**src/rtl/lbm_pkg.sv**
```systemverilog
// Shared types and constants for the LBM velocity divider.
// The divider's optional saturation build is selected with DIV_SATURATE_EN.
package lbm_pkg;

    localparam int unsigned DATA_WIDTH_DEF = 32;
    localparam int unsigned FRAC_BITS_DEF  = 16;

    // Saturation limits for the default Q16.16 word
    localparam logic [DATA_WIDTH_DEF-1:0] FIX_MAX = 32'h7FFF_FFFF;
    localparam logic [DATA_WIDTH_DEF-1:0] FIX_MIN = 32'h8000_0000;

    typedef enum logic [1:0] {
        IDLE = 2'd0,
        ITER = 2'd1,
        FIX  = 2'd2,
        DONE = 2'd3
    } div_state_t;

endpackage

```
**src/rtl/div_step.sv**
```systemverilog
// One radix-2 restoring division step: shift one dividend bit into the
// partial remainder and subtract the divisor when it fits.
module div_step
    import lbm_pkg::*;
#(
    parameter int unsigned DATA_WIDTH = DATA_WIDTH_DEF
) (
    input  logic [DATA_WIDTH:0]   i_rem,
    input  logic                  i_bit,
    input  logic [DATA_WIDTH-1:0] i_div,
    output logic [DATA_WIDTH:0]   o_rem,
    output logic                  o_q
);

    logic [DATA_WIDTH+1:0] w_shift;
    logic [DATA_WIDTH+1:0] w_divisor;

    // Trial subtraction; keep the shifted remainder when the divisor does not fit
    always_comb begin
        w_shift   = {i_rem, i_bit};
        w_divisor = (DATA_WIDTH+2)'(i_div);
        o_q       = (w_shift >= w_divisor);
        o_rem     = o_q ? (DATA_WIDTH+1)'(w_shift - w_divisor)
                        : (DATA_WIDTH+1)'(w_shift);
    end

endmodule

```
**src/rtl/moment_divider.sv**
```systemverilog
// Sequential signed fixed-point divider producing ux = pux/p and uy = puy/p
// in lockstep for the LBM controller's div_start/div_valid handshake.
// Define DIV_SATURATE_EN to saturate out-of-range quotients; otherwise the
// low DATA_WIDTH bits of the signed quotient are returned.
module moment_divider
    import lbm_pkg::*;
#(
    parameter int unsigned DATA_WIDTH = DATA_WIDTH_DEF,
    parameter int unsigned FRAC_BITS  = FRAC_BITS_DEF
) (
    input  logic                  Clk,
    input  logic                  Reset,
    input  logic                  div_start,
    input  logic [DATA_WIDTH-1:0] p_in,
    input  logic [DATA_WIDTH-1:0] pux_in,
    input  logic [DATA_WIDTH-1:0] puy_in,
    output logic                  div_valid,
    output logic                  div_busy,
    output logic [DATA_WIDTH-1:0] ux_out,
    output logic [DATA_WIDTH-1:0] uy_out,
    output logic                  div_by_zero
);

    localparam int unsigned N  = DATA_WIDTH + FRAC_BITS;
    localparam int unsigned CW = $clog2(N);

    localparam logic [DATA_WIDTH-1:0] SAT_MAX = {1'b0, {(DATA_WIDTH-1){1'b1}}};
    localparam logic [DATA_WIDTH-1:0] SAT_MIN = {1'b1, {(DATA_WIDTH-1){1'b0}}};

    div_state_t            r_state;
    div_state_t            w_state_next;
    logic [CW-1:0]         r_cnt;

    logic [DATA_WIDTH-1:0] r_div;
    logic                  r_p_zero;
    logic                  r_sx;
    logic                  r_sy;
    // Dividend bits shift out of the top while quotient bits shift in at the bottom
    logic [N-1:0]          r_num_x;
    logic [N-1:0]          r_num_y;
    logic [DATA_WIDTH:0]   r_rem_x;
    logic [DATA_WIDTH:0]   r_rem_y;

    logic [DATA_WIDTH-1:0] r_ux;
    logic [DATA_WIDTH-1:0] r_uy;
    logic                  r_dbz;
    logic                  r_valid;
    logic                  r_busy;

    logic [DATA_WIDTH-1:0] w_mag_p;
    logic [DATA_WIDTH-1:0] w_mag_x;
    logic [DATA_WIDTH-1:0] w_mag_y;
    logic [DATA_WIDTH:0]   w_rem_x;
    logic [DATA_WIDTH:0]   w_rem_y;
    logic                  w_q_x;
    logic                  w_q_y;
    logic [DATA_WIDTH-1:0] w_res_x;
    logic [DATA_WIDTH-1:0] w_res_y;

    // Operand magnitudes; the most-negative value maps to unsigned 2^(DATA_WIDTH-1)
    always_comb begin
        w_mag_p = p_in[DATA_WIDTH-1]   ? DATA_WIDTH'(-p_in)   : p_in;
        w_mag_x = pux_in[DATA_WIDTH-1] ? DATA_WIDTH'(-pux_in) : pux_in;
        w_mag_y = puy_in[DATA_WIDTH-1] ? DATA_WIDTH'(-puy_in) : puy_in;
    end

    div_step #(
        .DATA_WIDTH (DATA_WIDTH)
    ) u_step_x (
        .i_rem (r_rem_x),
        .i_bit (r_num_x[N-1]),
        .i_div (r_div),
        .o_rem (w_rem_x),
        .o_q   (w_q_x)
    );

    div_step #(
        .DATA_WIDTH (DATA_WIDTH)
    ) u_step_y (
        .i_rem (r_rem_y),
        .i_bit (r_num_y[N-1]),
        .i_div (r_div),
        .o_rem (w_rem_y),
        .o_q   (w_q_y)
    );

    // State register
    always_ff @(posedge Clk) begin
        if (!Reset) begin
            r_state <= IDLE;
        end else begin
            r_state <= w_state_next;
        end
    end

    // Next-state logic
    always_comb begin
        w_state_next = r_state;
        case (r_state)
            IDLE:    if (div_start) w_state_next = ITER;
            ITER:    if (r_cnt == '0) w_state_next = FIX;
            FIX:     w_state_next = DONE;
            DONE:    w_state_next = IDLE;
            default: w_state_next = IDLE;
        endcase
    end

    // Sign application, overflow handling and divide-by-zero override
    always_comb begin
        w_res_x = r_sx ? DATA_WIDTH'(-r_num_x[DATA_WIDTH-1:0]) : r_num_x[DATA_WIDTH-1:0];
        w_res_y = r_sy ? DATA_WIDTH'(-r_num_y[DATA_WIDTH-1:0]) : r_num_y[DATA_WIDTH-1:0];
`ifdef DIV_SATURATE_EN
        if (|r_num_x[N-1:DATA_WIDTH-1]) begin
            w_res_x = r_sx ? SAT_MIN : SAT_MAX;
        end
        if (|r_num_y[N-1:DATA_WIDTH-1]) begin
            w_res_y = r_sy ? SAT_MIN : SAT_MAX;
        end
`endif
        if (r_p_zero) begin
            w_res_x = '0;
            w_res_y = '0;
        end
    end

    // Operand latch, iteration datapath, result and status registers
    always_ff @(posedge Clk) begin
        if (!Reset) begin
            r_cnt    <= '0;
            r_div    <= '0;
            r_p_zero <= 1'b0;
            r_sx     <= 1'b0;
            r_sy     <= 1'b0;
            r_num_x  <= '0;
            r_num_y  <= '0;
            r_rem_x  <= '0;
            r_rem_y  <= '0;
            r_ux     <= '0;
            r_uy     <= '0;
            r_dbz    <= 1'b0;
            r_valid  <= 1'b0;
            r_busy   <= 1'b0;
        end else begin
            case (r_state)
                IDLE: begin
                    if (div_start) begin
                        r_div    <= w_mag_p;
                        r_p_zero <= (p_in == '0);
                        r_sx     <= pux_in[DATA_WIDTH-1] ^ p_in[DATA_WIDTH-1];
                        r_sy     <= puy_in[DATA_WIDTH-1] ^ p_in[DATA_WIDTH-1];
                        r_num_x  <= {w_mag_x, FRAC_BITS'(0)};
                        r_num_y  <= {w_mag_y, FRAC_BITS'(0)};
                        r_rem_x  <= '0;
                        r_rem_y  <= '0;
                        r_cnt    <= CW'(N - 1);
                    end
                end
                ITER: begin
                    r_rem_x <= w_rem_x;
                    r_rem_y <= w_rem_y;
                    r_num_x <= {r_num_x[N-2:0], w_q_x};
                    r_num_y <= {r_num_y[N-2:0], w_q_y};
                    if (r_cnt != '0) begin
                        r_cnt <= r_cnt - CW'(1);
                    end
                end
                FIX: begin
                    r_ux  <= w_res_x;
                    r_uy  <= w_res_y;
                    r_dbz <= r_p_zero;
                end
                default: ;
            endcase
            r_valid <= (w_state_next == DONE);
            r_busy  <= (w_state_next != IDLE);
        end
    end

    assign div_valid   = r_valid;
    assign div_busy    = r_busy;
    assign ux_out      = r_ux;
    assign uy_out      = r_uy;
    assign div_by_zero = r_dbz;

endmodule

```
**config.mk**
```make
export PLATFORM = sky130hd
export DESIGN_NAME = moment_divider
export DESIGN_NICKNAME = d
export VERILOG_FILES = /design/src/rtl/lbm_pkg.sv /design/src/rtl/div_step.sv /design/src/rtl/moment_divider.sv
export SDC_FILE = /design/constraint.sdc
export NUM_CORES = 1
export LEC_CHECK = 0
export ABC_CLOCK_PERIOD_IN_PS = 2700
export CAP_MARGIN = 20
export CORE_UTILIZATION = 45
export DETAILED_ROUTE_END_ITERATION = 8
export PLACE_DENSITY_LB_ADDON = 0.25
export SKIP_LAST_GASP = 1
export SYNTH_ARGS = -nofsm -noshare
export SYNTH_HDL_FRONTEND = slang
export SYNTH_HIERARCHICAL = 1
export SYNTH_SLANG_ARGS = --single-unit
```
**constraint.sdc**
```tcl
create_clock -name Clk -period 2.7 [get_ports Clk]
set_input_delay 0.675 -clock Clk [delete_from_list [all_inputs] [get_ports Clk]]
set_output_delay 0.675 -clock Clk [all_outputs]
set_load 0.1 [all_outputs]
```
==> results.cfg, run 1 <==
[run_status]
status = finished with violations
violations = setup timing

[route]
drt_iter0_markers = 1424
wl_met2_um = 25000
drc = 0
vias = 17200
viasPerCell = 5.86
routedWlPerCell_um = 18.2
top_layer_used = met4
firstDrtPassIters = 6
wl_met3_um = 2670
ant_nets = 0
wl_um = 53500
wl_met1_um = 24000

[layout]
utilization_pct = 62.7
area_growth_syn_to_layout_pct = 36.7
instances_no_fill = 2931
drive_gt1_share_pct = 25.5
n_antenna_cell = 0
final_nets = 2614
nFillCells = 3050

[floorplan]
pin_count = 166
fp.dieW_um = 195
dieArea_sq_um = 38200
rows = 70
coreArea_sq_um = 36700
die_h_um = 195
start_util_pct = 45.9

[sta]
setup-violations-final = 65
setup_slack_ns = -0.270
drv_slew = 0
rsz0062_at_grt = yes
tightest_slew_ns = 0.653
final.min_clock_period_ns = 2.97
max_freq_ghz = 0.337
hold_ws_ns = 0.453
max-slew-margin-rel_pct = 56.3
hold_viol_final = 0
finalCritPeriodShare_pct = 110
skew_ns = 0.0153
fin_tns_setup_ns = -8.32

[worst_setup_path]
path_cells = inv_2 > ha_4 > inv_2 > fa_2 > a211oi_2 > o211a_1 > nor2_2 > a21o_1 > a311o_1 > a311oi_2 > o21ai_1 > mux2_1 > a22o_1
critPathKind = flip-flop to flip-flop
slowest_stage = a311o_1
cpMostUsedCell = inv_2
cpPeakStageDelay_ns = 0.36
crit_required_ns = 3.17
cp.arrival_ns = 3.44
setup.worst_path.end_class = flip-flop
startpoint_type = flip-flop
critPathBufInv = 2
cp_max_fo = 3
crit_family = compound AO/OA/AOI/OAI gates

[global_routing]
grt_start_max_net_pins = 71
grt_pass1_wl_um = 83900
antenna_found_initial = 1
track_usage_pct = 26.6
overflow = 0
grt_pass1_vias = 16500

[logic_synthesis]
netlist_top_cells_count = dfxtp_1, nand2_1, nor2_1
synthesis.instances = 2048
synth_top_area_share_pct = 32.3
synthArstFlopShare_pct = 0
ys_warn_count = 6
yosys_most_used_dff = dfxtp_1
synth-edff-count = 0
synth_nets = 2219
yosysMostFrequentCell = dfxtp_1
post_synth.cell_area_avg_sq_um = 8.22
yosysTopAreaCell = dfxtp_1
ys_types = 90
ys_seq_area_share_pct = 32.3
ys_ff_latch = 272
synth_area_leaders = dfxtp_1, xor2_1, ha_1, a22o_1, xnor2_1
syn_area_sq_um = 16800

[cts]
clk_pin_slew_ns = 0.06
cts_buffer_depth = 3
root_buffer = clkbuf_16
tritoncts = done
htree_levels = 1
cts_made_buffers = 31
clock_latency_ns = 0.57
cts.sinks = 272

[placement]
hpwlAfterDp_um = 37700
routabilityCongestion = 0.972
port_buffers = 165
place_inst = 2844

[power]
p_per_area_nw_per_um2 = 522
ir_drop_v = 0.000509
power_uw = 12000
p_leak_uw = 0.00962

[job]
timing.max_cap.violations = 0

[worst_hold_path]
hp-class = flip-flop to flip-flop
[cells by family (layout without fill, tap and decap cells)]
group                    count (synthesis)  in the layout  share of synthesized area [%]
flip-flops                             272            272                           32.3
adder cells (fa/ha/maj)                 72             72                           5.44
AO/OA/AOI/OAI                          688            688                           28.8
AND/OR/NAND/NOR                        583            583                           16.9
XOR/XNOR                               186            186                           9.67
buffers and inverters                  227            642                           5.48
multiplexers                            20             20                           1.34
[layer usage]
metal	vias to the layer above	track usage (%)
li1	8309	-
met1	8226	35.6
met2	519	44.0
met3	112	2.95
met4	0	10.0
met5	-	0
[metrics by stage]
stage / instance area [sq um] / setup slack, ns
3_3_place_gp: 20800 / -0.337
3_5_place_dp: 20800 / -0.397
2_1_floorplan: 16900 / -0.102
6_report: 23000 / -0.270
4_1_cts: 22400 / -0.235
5_1_grt: 23000 / -0.394
[worst reg2reg max path, delay by kind of cell, from the launching register on]
family	cells	cell delay [ns]
compound gates	7	1.61
fa+ha+maj	2	0.47
flops	1	0.32
mux	1	0.32
buf+inv	2	0.10
simple gates	1	0.06
[sequential cells by signal (all words and copies together), names as in the netlist]
signal and count:
r_p_zero 1, uy_out 32, div_by_zero 1, r_rem_y 33, r_num_y 48, r_cnt 6
div_valid 1, r_sx 1, r_num_x 48, r_sy 1, ux_out 32, r_div 32
div_busy 1, r_state 2, r_rem_x 33
[worst paths after layout]
check	slack [ns]	cells after the start	to	startpoint
max	-0.27	13	r_rem_x[32]$_SDFFE_PN0P_	r_num_x[47]$_SDFFE_PN0P_
min	0.45	2	ux_out[10]$_SDFFE_PN0P_	ux_out[10]$_SDFFE_PN0P_
max reg2reg	-0.27	13	r_rem_x[32]$_SDFFE_PN0P_	r_num_x[47]$_SDFFE_PN0P_
min reg2reg	0.45	2	ux_out[10]$_SDFFE_PN0P_	ux_out[10]$_SDFFE_PN0P_
[what timing repair did]
item                                    in CTS  in global routing
hold buffers                                 0                  0
gates resized for setup                     98                110
buffers inserted                            18                 10
endpoints found under the setup margin      63                 70
pin swaps                                   42                 59
cloned                                       4                  4
[power by group]
part / switching, uW / total (uW) / internal (uW)
Combinational: 1860 / 3370 / 1510
Sequential: 214 / 4430 / 4210
Clock: 1710 / 4220 / 2510
Total: 3780 / 12000 / 8230
[layout make-up]
type | instances | area [sq um] | share of cell area (%)
Clock buffer | 42 | 867 | 3.77
Clock inverter | 11 | 136 | 0.592
Inverter | 101 | 394 | 1.71
Multi-Input combinational cell | 1549 | 11200 | 48.8
Sequential cell | 272 | 5470 | 23.7
Tap cell | 468 | 586 | 2.54
Timing Repair Buffer | 488 | 4340 | 18.8
[cells in the final DEF (no fill, tap or decap), drive strengths merged, types with 8 or more instances in the layout]
cell	instances
nand2b	23
or2	9
buf	387
clkbuf	45
or4	14
nor3b	8
a21o	30
nor2	167
o211ai	11
nand2	174
nand3	35
a211oi	21
nor3	40
inv	101
or3	27
a22oi	43
nor2b	15
a22o	96
dfxtp	272
mux2	9
nand4	24
o22ai	29
ha	70
xnor2	83
xor2	103
clkdlybuf4s50	98
a31oi	17
o21ai	161
a222oi	28
nor4	16
a21oi	125
and3	8
o41ai	18
o31ai	47
and2	9
mux2i	11
o21bai	11
Note: power is estimated with default switching activity, not from simulation.
==> run 2: changes to the inputs <==
--- a/config.mk
+++ b/config.mk
@@ -9,7 +9,8 @@
 export CAP_MARGIN = 20
 export CORE_UTILIZATION = 45
 export DETAILED_ROUTE_END_ITERATION = 8
-export PLACE_DENSITY_LB_ADDON = 0.25
+export DONT_BUFFER_PORTS = 1
+export PLACE_DENSITY = 0.61
 export SKIP_LAST_GASP = 1
 export SYNTH_ARGS = -nofsm -noshare
 export SYNTH_HDL_FRONTEND = slang
==> run 2 against run 1 <==
Net effect: power down 3.2%; maximum frequency up 0.45%; sequential share of layout area up 2.0 points; combinational power down 12%; setup slack better by 0.013 ns; the run still ends with setup timing left; worst hold slack worse by 0.22 ns; design area down 7.8%; via count down 4.9%; core utilization down 4.9 points; cell count down 7.1%; non-clock buffer count down 213; count of clock-buffer cells in the layout up 2.
==> results.cfg, run 2 (synthesized netlist as in run 1, its figures left out) <==
[layout]
reg.largest.list = r_num_x: 48 flops, r_num_y: 48 flops
n_antenna_cell = 0
layout_commonest_cell = dfxtp_1
final_nets = 2401
layout_common_cells = dfxtp_1, buf_4, nand2_1
drive_gt1_share_pct = 24.0
area_growth_syn_to_layout_pct = 26.0
fin_area_sq_um = 21200

[route]
viasPerCell = 6.00
wl_um = 52400
vias = 16300
drt_iter0_markers = 1187
firstDrtPassIters = 7
ant_nets = 0
routedWlPerCell_um = 19.2
drc = 0

[cts]
clk_pin_slew_ns = 0.06
cts_made_buffers = 31
htree_levels = 1
tritoncts = done
clock_latency_ns = 0.59
root_buffer = clkbuf_16
cts_buffer_depth = 3
cts.sinks = 272

[sta]
finalCritPeriodShare_pct = 110
skew_ns = 0.0318
drv_slew = 0
rsz0062_at_grt = yes
max_freq_ghz = 0.338
setup_slack_ns = -0.257
setup-violations-final = 68
tightest_slew_ns = 0.817
hold_viol_final = 0
max-slew-margin-rel_pct = 45.5
final.min_clock_period_ns = 2.96

[global_routing]
track_usage_pct = 26.8
grt_pass1_wl_um = 83300
met2_usage_pct = 42.5
grt_use_met1_pct = 37.0
grt_start_max_net_pins = 96
grt-busiest-layer = met2
grt_pass1_vias = 15700
overflow = 0
met3_usage_pct = 4.42
antenna_found_initial = 2

[worst_setup_path]
rr_worst_depth = 13
critPathKind = flip-flop to flip-flop
startpoint_type = flip-flop
worstReg2RegEnd = r_rem_x[32]$_SDFFE_PN0P_
cp_max_fo = 3
timing.rr.start = r_num_x[47]$_SDFFE_PN0P_
setup.worst_path.end_class = flip-flop
crit_required_ns = 3.18
worst-r2r-setup-slack_ns = -0.26
cp.arrival_ns = 3.44

[power]
p_leak_uw = 0.00867
ir_drop_v = 0.000388
p_per_area_nw_per_um2 = 548
power_uw = 11600

[placement]
place_ws_ns = -0.268
routabilityCongestion = 0.882
placed_area_sq_um = 18800
port_buffers = 0
hpwlAfterDp_um = 36700

[worst_hold_path]
min_to = r_div[12]$_SDFFE_PN0P_
min_from = Reset
hp-class = input port to flip-flop
hold_depth = 2

[floorplan]
fp.dieW_um = 195
die_h_um = 195
pin_count = 166
start_util_pct = 45.9
rows = 70
coreArea_sq_um = 36700
dieArea_sq_um = 38200

[run_status]
status = finished with violations
violations = setup timing

[job]
timing.max_cap.violations = 0
## run 2: worst max path at each step
stage,startpoint,endpoint,slack [ns]
after detailed placement,r_num_x[47]$_SDFFE_PN0P_,r_rem_x[32]$_SDFFE_PN0P_,-0.27
after global placement,r_num_x[47]$_SDFFE_PN0P_,r_rem_x[32]$_SDFFE_PN0P_,-0.23
after CTS,r_num_x[47]$_SDFFE_PN0P_,r_rem_x[32]$_SDFFE_PN0P_,-0.24
after floorplan,r_num_x[47]$_SDFFE_PN0P_,r_rem_x[32]$_SDFFE_PN0P_,-0.10
final,r_num_x[47]$_SDFFE_PN0P_,r_rem_x[32]$_SDFFE_PN0P_,-0.26
after global routing,r_num_x[47]$_SDFFE_PN0P_,r_rem_x[32]$_SDFFE_PN0P_,-0.39
## run 2: repair_timing
action	CTS	global route
gates resized for setup	115	129
hold buffers	0	0
cloned	8	1
endpoints found under the hold margin	0	0
pin swaps	34	33
setup buffers	17	12
setup endpoints to repair	65	68
## run 2: layout make-up
class,count,area (sq um)
tap,468,586
multi-input combinational,1549,11300
inverter,101,392
fill,3251,15500
clock inverter,13,126
timing repair buffer,275,2410
clock buffer,44,895
sequential,272,5470
## run 2: critical path: stages, from the launching register on
cell,delay [ns]
dfxtp_2,0.32
inv_2,0.06
ha_4,0.13
inv_2,0.03
fa_2,0.35
a211oi_2,0.23
o211a_1,0.22
nor2_2,0.06
a21o_1,0.15
a311o_1,0.37
a311oi_2,0.31
o21ai_1,0.10
mux2_1,0.31
a22o_1,0.22
## run 2: power breakdown
group          switching, uW  internal (uW)  total [uW]
sequential               227           4210        4440
clock                   1750           2480        4230
combinational           1690           1270        2960
total                   3670           7960       11600
## run 2: per-stage QoR
step | TNS, ns | util [%] | std cells | hold WS [ns]
after floorplan | -0.129 | - | 2048 | 0.445
after global placement | -5.78 | 51.3 | 2631 | 0.440
after detailed placement | -8.16 | 51.3 | 2631 | 0.444
after CTS | -5.36 | 56.4 | 2713 | 0.210
after global routing | -16.60 | 57.8 | 2722 | 0.219
final | -8.01 | 57.8 | 2722 | 0.228
## run 2: metal layers
metal  up-vias  wire length (um)
met3        94              3240
met5         -                13
met2       441             23500
met1      7880             24000
met4         2              1590
li1       7910                 -
